===== src/rtl/gf_2to4_divider.sv =====
// Iterative GF((2^2)^2) divider: quotient = x * y^14, computed over six edges on one shared multiplier.
// Includes the combinational composite-field multiplier it time-shares.

module gf_2to4_multiplier #(
    parameter int NB_DATA           = 4,
    parameter bit CREATE_OUTPUT_REG = 1'b0
) (
    input  logic               i_clock,
    input  logic [NB_DATA-1:0] i_data_x,
    input  logic [NB_DATA-1:0] i_data_y,
    output logic [NB_DATA-1:0] o_data_z
);

    // GF(4) with w^2 = w + 1, encoding {w coefficient, 1 coefficient}
    function automatic logic [1:0] gf4_mul(input logic [1:0] a, input logic [1:0] b);
        gf4_mul = {(a[1] & b[1]) ^ (a[1] & b[0]) ^ (a[0] & b[1]),
                   (a[1] & b[1]) ^ (a[0] & b[0])};
    endfunction

    // Multiply by phi = w
    function automatic logic [1:0] gf4_mul_phi(input logic [1:0] a);
        gf4_mul_phi = {a[1] ^ a[0], a[1]};
    endfunction

    logic [1:0]         hh;
    logic [NB_DATA-1:0] prod;

    always_comb begin
        hh   = gf4_mul(i_data_x[3:2], i_data_y[3:2]);
        prod = {hh ^ gf4_mul(i_data_x[3:2], i_data_y[1:0]) ^ gf4_mul(i_data_x[1:0], i_data_y[3:2]),
                gf4_mul_phi(hh) ^ gf4_mul(i_data_x[1:0], i_data_y[1:0])};
    end

    generate
        if (CREATE_OUTPUT_REG) begin : g_reg
            always_ff @(posedge i_clock) begin
                o_data_z <= prod;
            end
        end else begin : g_comb
            logic unused_clock;
            assign unused_clock = i_clock;
            assign o_data_z     = prod;
        end
    endgenerate

endmodule

module gf_2to4_divider #(
    parameter int NB_DATA = 4,
    parameter int NB_STEP = 3
) (
    input  logic               i_clock,
    input  logic               i_reset,
    input  logic               i_valid,
    output logic               o_ready,
    input  logic [NB_DATA-1:0] i_dividend,
    input  logic [NB_DATA-1:0] i_divisor,
    output logic               o_valid,
    input  logic               i_ready,
    output logic [NB_DATA-1:0] o_quot,
    output logic               o_div_by_zero
);

    typedef enum logic [1:0] {
        IDLE = 2'd0,
        CALC = 2'd1,
        DONE = 2'd2
    } state_t;

    localparam logic [NB_STEP-1:0] LAST_STEP = NB_STEP'(5);

    state_t             state;
    logic [NB_DATA-1:0] x_reg;
    logic [NB_DATA-1:0] y_reg;
    logic [NB_DATA-1:0] acc;
    logic [NB_STEP-1:0] step;
    logic [NB_DATA-1:0] mul_b;
    logic [NB_DATA-1:0] mul_out;

    // Addition chain y^2, y^3, y^6, y^7, y^14, x*y^14: odd steps use y, the last uses x
    always_comb begin
        mul_b = acc;
        if (step == NB_STEP'(1) || step == NB_STEP'(3)) begin
            mul_b = y_reg;
        end else if (step == LAST_STEP) begin
            mul_b = x_reg;
        end
    end

    gf_2to4_multiplier #(
        .NB_DATA          (NB_DATA),
        .CREATE_OUTPUT_REG(1'b0)
    ) u_mul (
        .i_clock (i_clock),
        .i_data_x(acc),
        .i_data_y(mul_b),
        .o_data_z(mul_out)
    );

    always_ff @(posedge i_clock) begin
        if (i_reset) begin
            state         <= IDLE;
            o_ready       <= 1'b1;
            o_valid       <= 1'b0;
            o_quot        <= '0;
            o_div_by_zero <= 1'b0;
            x_reg         <= '0;
            y_reg         <= '0;
            acc           <= '0;
            step          <= '0;
        end else begin
            case (state)
                IDLE: begin
                    if (i_valid && o_ready) begin
                        x_reg   <= i_dividend;
                        y_reg   <= i_divisor;
                        acc     <= i_divisor;
                        step    <= '0;
                        o_ready <= 1'b0;
                        state   <= CALC;
                    end
                end
                CALC: begin
                    acc  <= mul_out;
                    step <= step + NB_STEP'(1);
                    if (step == LAST_STEP) begin
                        o_quot        <= mul_out;
                        o_div_by_zero <= (y_reg == '0);
                        o_valid       <= 1'b1;
                        state         <= DONE;
                    end
                end
                DONE: begin
                    if (o_valid && i_ready) begin
                        o_valid <= 1'b0;
                        o_ready <= 1'b1;
                        state   <= IDLE;
                    end
                end
                default: begin
                    state   <= IDLE;
                    o_ready <= 1'b1;
                    o_valid <= 1'b0;
                end
            endcase
        end
    end

endmodule


===== config.mk =====
export PLATFORM = sky130hd
export DESIGN_NAME = gf_2to4_divider
export DESIGN_NICKNAME = d
export VERILOG_FILES = /design/src/rtl/gf_2to4_divider.sv
export SDC_FILE = /design/constraint.sdc
export NUM_CORES = 1
export LEC_CHECK = 0
export CORE_ASPECT_RATIO = 1.2
export CORE_MARGIN = 5
export CORE_UTILIZATION = 48
export DETAILED_ROUTE_END_ITERATION = 8
export PLACE_DENSITY = 0.74
export SETUP_SLACK_MARGIN = 0.3
export SYNTH_ARGS = -nofsm -noshare
export SYNTH_HDL_FRONTEND = slang
export SYNTH_HIERARCHICAL = 1
export SYNTH_SLANG_ARGS = --single-unit
export TNS_END_PERCENT = 100

===== constraint.sdc =====
create_clock -name i_clock -period 2.4 [get_ports i_clock]
set_clock_uncertainty 0.2 [all_clocks]
set_input_delay 0.48 -clock i_clock [delete_from_list [all_inputs] [get_ports i_clock]]
set_output_delay 0.48 -clock i_clock [all_outputs]
set_load 0.03 [all_outputs]

Word-level counts from Yosys, hierarchy flattened
Cells that the tools add are included.
{ "op_classes": {"n_reduce_logical": 12, "bitwise_logic": 34, "mux": 16, "addsub": 1, "eq_ne": 8} }
{ "op_table": {"columns": ["op", "n"], "rows": [
  ["1-bit AND", 16],
  ["1-bit bitwise XOR", 13],
  ["4-bit 2-to-1 mux", 3],
  ["3-bit AND reduction", 3],
  ["4-bit one-hot mux with 2 select lines", 1],
  ["2-bit 2-to-1 mux", 3],
  ["2-bit inequality test (second input constant)", 3],
  ["1-bit one-hot mux with 3 select lines", 2],
  ["2-bit one-hot mux with 3 select lines", 1],
  ["3-bit one-hot mux with 2 select lines", 1],
  ["2-bit AND reduction", 3],
  ["2-bit bitwise XOR", 3],
  ["4-bit zero test", 1],
  ["1-bit 2-to-1 mux", 4],
  ["3-bit by 1-bit adder with 3-bit output (second input constant)", 1],
  ["3-bit by 1-bit == test with 1-bit output (second input constant)", 1],
  ["3-bit by 2-bit == test with 1-bit output (second input constant)", 1],
  ["3-bit == test (second input constant)", 1],
  ["3-bit 2-to-1 mux", 1],
  ["2-bit by 1-bit == test with 1-bit output (second input constant)", 1],
  ["2-bit == test (second input constant)", 1],
  ["1-bit logical AND", 2],
  ["2-bit zero test", 1],
  ["1-bit NOT", 2],
  ["other kinds (2)", 2]
]} }
{ "word_totals": {"reg_bits": 24, "in_bits": 12, "output_inout_bits": 7, "elab_cells": 80} }

Logic depth before layout (Yosys ltp)
{ "depth": {"depth_word": 9, "mapped_depth": 14, "depth_no_buf": 12} }

Modules after synthesis
The synthesis kept the hierarchy.
{ "by_module_without_submodules": {"columns": ["module", "n_inst", "area_each_um2", "cells_per_inst", "seq_area_each_um2"], "rows": [
  ["gf_2to4_divider", 1, 1101.1, 116, 480.5],
  ["gf_2to4_multiplier", 1, 295.3, 40, 0.0]
]} }

Worst setup path before layout
Ideal clock, no wire load.
{ "synth_timing": {"path_type": "flip-flop to flip-flop", "start": "register step[0]", "end": "register acc[3]", "path_slack_ps": -131, "required_ps": 2126, "arrival_time_ps": 2257, "synth_period_minus_slack_ps": 2531, "setup_ps": 74, "path_buffers": 1, "stages_incl_launch_ff": 12, "path_cell_list": "dfxtp_1 > ha_1 > buf_2 > nand2_1 > o22a_1 > o22a_1 > mux2_4 > a221oi_2 > xor2_1 > xnor2_1 > nand2_1 > a31oi_1"} }
{ "synth_via": {"elab_chain_cells": 9, "elab_cells_between_ends": 24, "classes_between": "eq/ne: 3; mux: 3; bitwise: 17; reduce/logical: 1"} }
{ "synth_lines": {"columns": ["element", "line", "source"], "rows": [
  ["start: declaration", "76", "logic [NB_STEP-1:0] step;"],
  ["start signal: assignment", "125", "step <= step + NB_STEP'(1);"],
  ["3-bit == test (tied with other cells)", "85", "end else if (step == LAST_STEP) begin"],
  ["4-bit 2-to-1 mux / 1-bit logical OR (equally long branches)", "85, 83", null],
  ["4-bit 2-to-1 mux *", "83", "if (step == NB_STEP'(1) || step == NB_STEP'(3)) begin"],
  ["via mul_b[1]", "77", "logic [NB_DATA-1:0] mul_b;"],
  ["1-bit AND", "16", "gf4_mul = {(a[1] & b[1]) ^ (a[1] & b[0]) ^ (a[0] & b[1]),"],
  ["1-bit bitwise XOR", "16", null],
  ["1-bit bitwise XOR *", "16", null],
  ["2-bit bitwise XOR * (2 in a row)", "30", "prod = {hh ^ gf4_mul(i_data_x[3:2], i_data_y[1:0]) ^ gf4_mul(i_data_x[1:0], i_data_y[3:2]),"],
  ["via mul_out[3]", "78", "logic [NB_DATA-1:0] mul_out;"],
  ["4-bit one-hot mux with 2 select lines *", "112", "case (state)"],
  ["end signal: assignment", "117", "acc <= i_divisor;"],
  ["end signal: assignment", "124", "acc <= mul_out;"],
  ["end: declaration", "75", "logic [NB_DATA-1:0] acc;"]
]} }
The timed path passes the listed nets; every way through them passes the cells marked *.
A chain may end at the register's enable or synchronous reset.

Worst setup path in the final report
{ "layout_timing": {"start": "register step[1]", "end": "register acc[3]"} }
{ "layout_via": {"elab_chain_cells": 9, "elab_cells_between_ends": 24, "classes_between": "eq/ne: 3; mux: 3; bitwise: 17; reduce/logical: 1"} }
{ "layout_lines": {"columns": ["element", "line"], "rows": [
  ["3-bit == test (tied with other cells)", "85"],
  ["4-bit 2-to-1 mux / 1-bit logical OR (equally long branches)", "85, 83"],
  ["4-bit 2-to-1 mux *", "83"],
  ["via mul_b[0]", "77"],
  ["1-bit AND *", "16"],
  ["1-bit bitwise XOR * (2 in a row)", "16"],
  ["2-bit bitwise XOR * (2 in a row)", "30"],
  ["via mul_out[3]", "78"],
  ["4-bit one-hot mux with 2 select lines *", "112"]
]} }
Marked as above.

==> metrics.txt <==
Port Buffers=18; Skew-Pair Late Insertion Delay=0.32 ns; peak supply drop=0.0005646 V; final instance area=0.001963 sq mm; gr usage total=0.1999; RSZ-0062 raised after global routing=yes; most instantiated cells after synthesis=dfxtp_1, nand2_1, a21oi_1, nor2_1, o22a_1; Clock Tree Buf Depth=2; initial antenna violation count=0; DPL Wire Length=2635 um; Inst Count DP=217; largest cells by area after synthesis=dfxtp_1, nand2_1, a21oi_1; Clock Tree Root=clkbuf_4; first-pass GRT wire length=6444 um; largest net degree at the start of global routing=19; FILL cells=221; synthesized area=0.001396 sq mm; Worst-Margin Slew=0.4279 ns; ys async rst share=0; Core Box Area=0.002785 sq mm; wire per inst=16.61 um; Final Max Tran Viols=0; drt drc=0; Synth Area per Inst=8.951 sq um; layout cell share with drive strength beyond 1=0.3538; endpoints failing hold=0; P_leak=0.0008532 uW; DR iter-0 viols=65; Vias/cell=5.664; syn nets=171; worst-path fanout max=6; Final ANT Viol Nets=0; Initial Util=0.5013; Reg2Reg Depth=11; CP arrival=2.57 ns; Max-slew headroom=0.7121; diode count=0; Final Wtd Congestion=0.8789; Final min period=2.519 ns; Placement Cell Area=0.001730 sq mm; Die Footprint=0.004092 sq mm; Max H-tree Level=1; register area=486.7 sq um; leading area contributor after synthesis=dfxtp_1; Seq cells post-synth=24; io pins=19; TNS Setup=-0.4653 ns; Crit. End Element=register; hold_buf cts=0; YS warnings=6; most frequent cell after synthesis=dfxtp_1; number of CTS-inserted buffers=3; vias in the first global route=1,360; DR pass1 iterations=4; final non-filler cell total=229; Mapped Cells=156; max cap viols=0; CTS tree=done; Layout area overhead=40.59%; clock sinks=24; Die W=59.24 um; ys flop type=dfxtp_1; CTS clock-pin slew for the worst setup and hold paths=0.14 ns; Max Clk Rate=397.0 MHz; EDFF count, synth=0; area occupied by multi-input gates=975.9 sq um; sequential cell area fraction in the yosys report=0.3441; Hold Crit Class=register to register; cell row count=21; status=finished, violations left; worst path required time=2.45 ns; crit path launch type=register; crit path kind=register to register; via count=1,297; Final period util=1.050; failing checks=setup timing; hold path cells=2; Setup WS post-layout=-0.1191 ns; Hold Slack=0.2876 ns; global route overflow=0; number of setup violations in the final report=6; top-area cell type share of the netlist area=0.3441; die height=69.09 um; Total Wirelength=3804 um; PwrDens=566.5 mW/mm^2; nets@finish=211; count of cell types in the netlist=41
## power breakdown
group | total (uW) | internal, uW | switching, uW
Sequential | 442 | 420 | 21.8
Clock | 291 | 169 | 122
Combinational | 380 | 195 | 184
Total | 1110 | 784 | 328
## per-stage QoR
stage | power (uW) | util | worst slack [ns]
floorplan | 656.4 | - | 0.03024
global placement | 737.0 | 0.6213 | -0.04509
detailed placement | 747.1 | 0.6213 | -0.1334
CTS | 1068 | 0.6770 | -0.08845
global route | 1166 | 0.7049 | -0.2750
finish | 1112 | 0.7049 | -0.1191
## placed cells by master (no fill, tap or decap), types with 3 or more instances in the layout
cell type	netlist	routed
dfxtp_1	24	21
buf_4	1	21
nand2_1	22	20
clkdlybuf4s50_1	0	15
a21oi_1	14	11
nor2_1	8	8
nand2b_1	7	6
nand3_1	6	6
o22a_1	8	5
mux2i_1	5	5
nand2_2	4	5
inv_1	5	4
a21oi_2	2	4
a31oi_1	4	4
buf_6	3	4
o22a_2	0	3
clkbuf_4	0	3
a21o_1	3	3
## path summary, 6_finish.rpt
kind	start	slack [ns]	end
min	x_reg[1]	0.29	x_reg[1]
min reg2reg	x_reg[1]	0.29	x_reg[1]
max reg2reg	step[1]	-0.12	acc[3]
max	step[1]	-0.12	acc[3]
## cell type report
type                    instances  share of cell area
well taps                      34             0.02167
flip-flops and latches         24              0.2479
repair buffers                 43              0.1969
clock buffers                   3             0.01147
clock inverters                 1             0.01530
inverters                       5            0.009560
multi-input cells             119              0.4971
## routing by layer
layer	global-route usage	routed length, um	vias up
met5	0	0	-
li1	-	-	632
met1	0.2437	1535	630
met4	0.04534	51	0
met2	0.3597	2098	28
met3	0.02425	118	7
## kinds of logic (layout without fill, tap and decap cells)
kind of cell	Yosys count	in the layout	share of synthesized area
simple gates	59	59	0.2509
compound gates	41	41	0.2079
fa+ha+maj	3	3	0.02688
flops	24	24	0.3441
mux	9	9	0.07079
xor+xnor	7	7	0.04391
buf+inv	13	52	0.05556
## repair_timing
action,in CTS,in global routing
pin swaps,11,8
resized for setup,12,15
buffers inserted,6,2
endpoints found under the setup margin,9,10
## critical path, cell delays in order (launching register included)
cell	delay (ns)
dfxtp_2	0.36
inv_2	0.06
ha_4	0.18
nand2_4	0.08
o22a_1	0.17
o22a_2	0.29
mux2_4	0.29
a221oi_4	0.26
xor2_2	0.22
xnor2_2	0.14
nand2_1	0.07
a31oi_1	0.15
(Power assumes the default switching activity.)
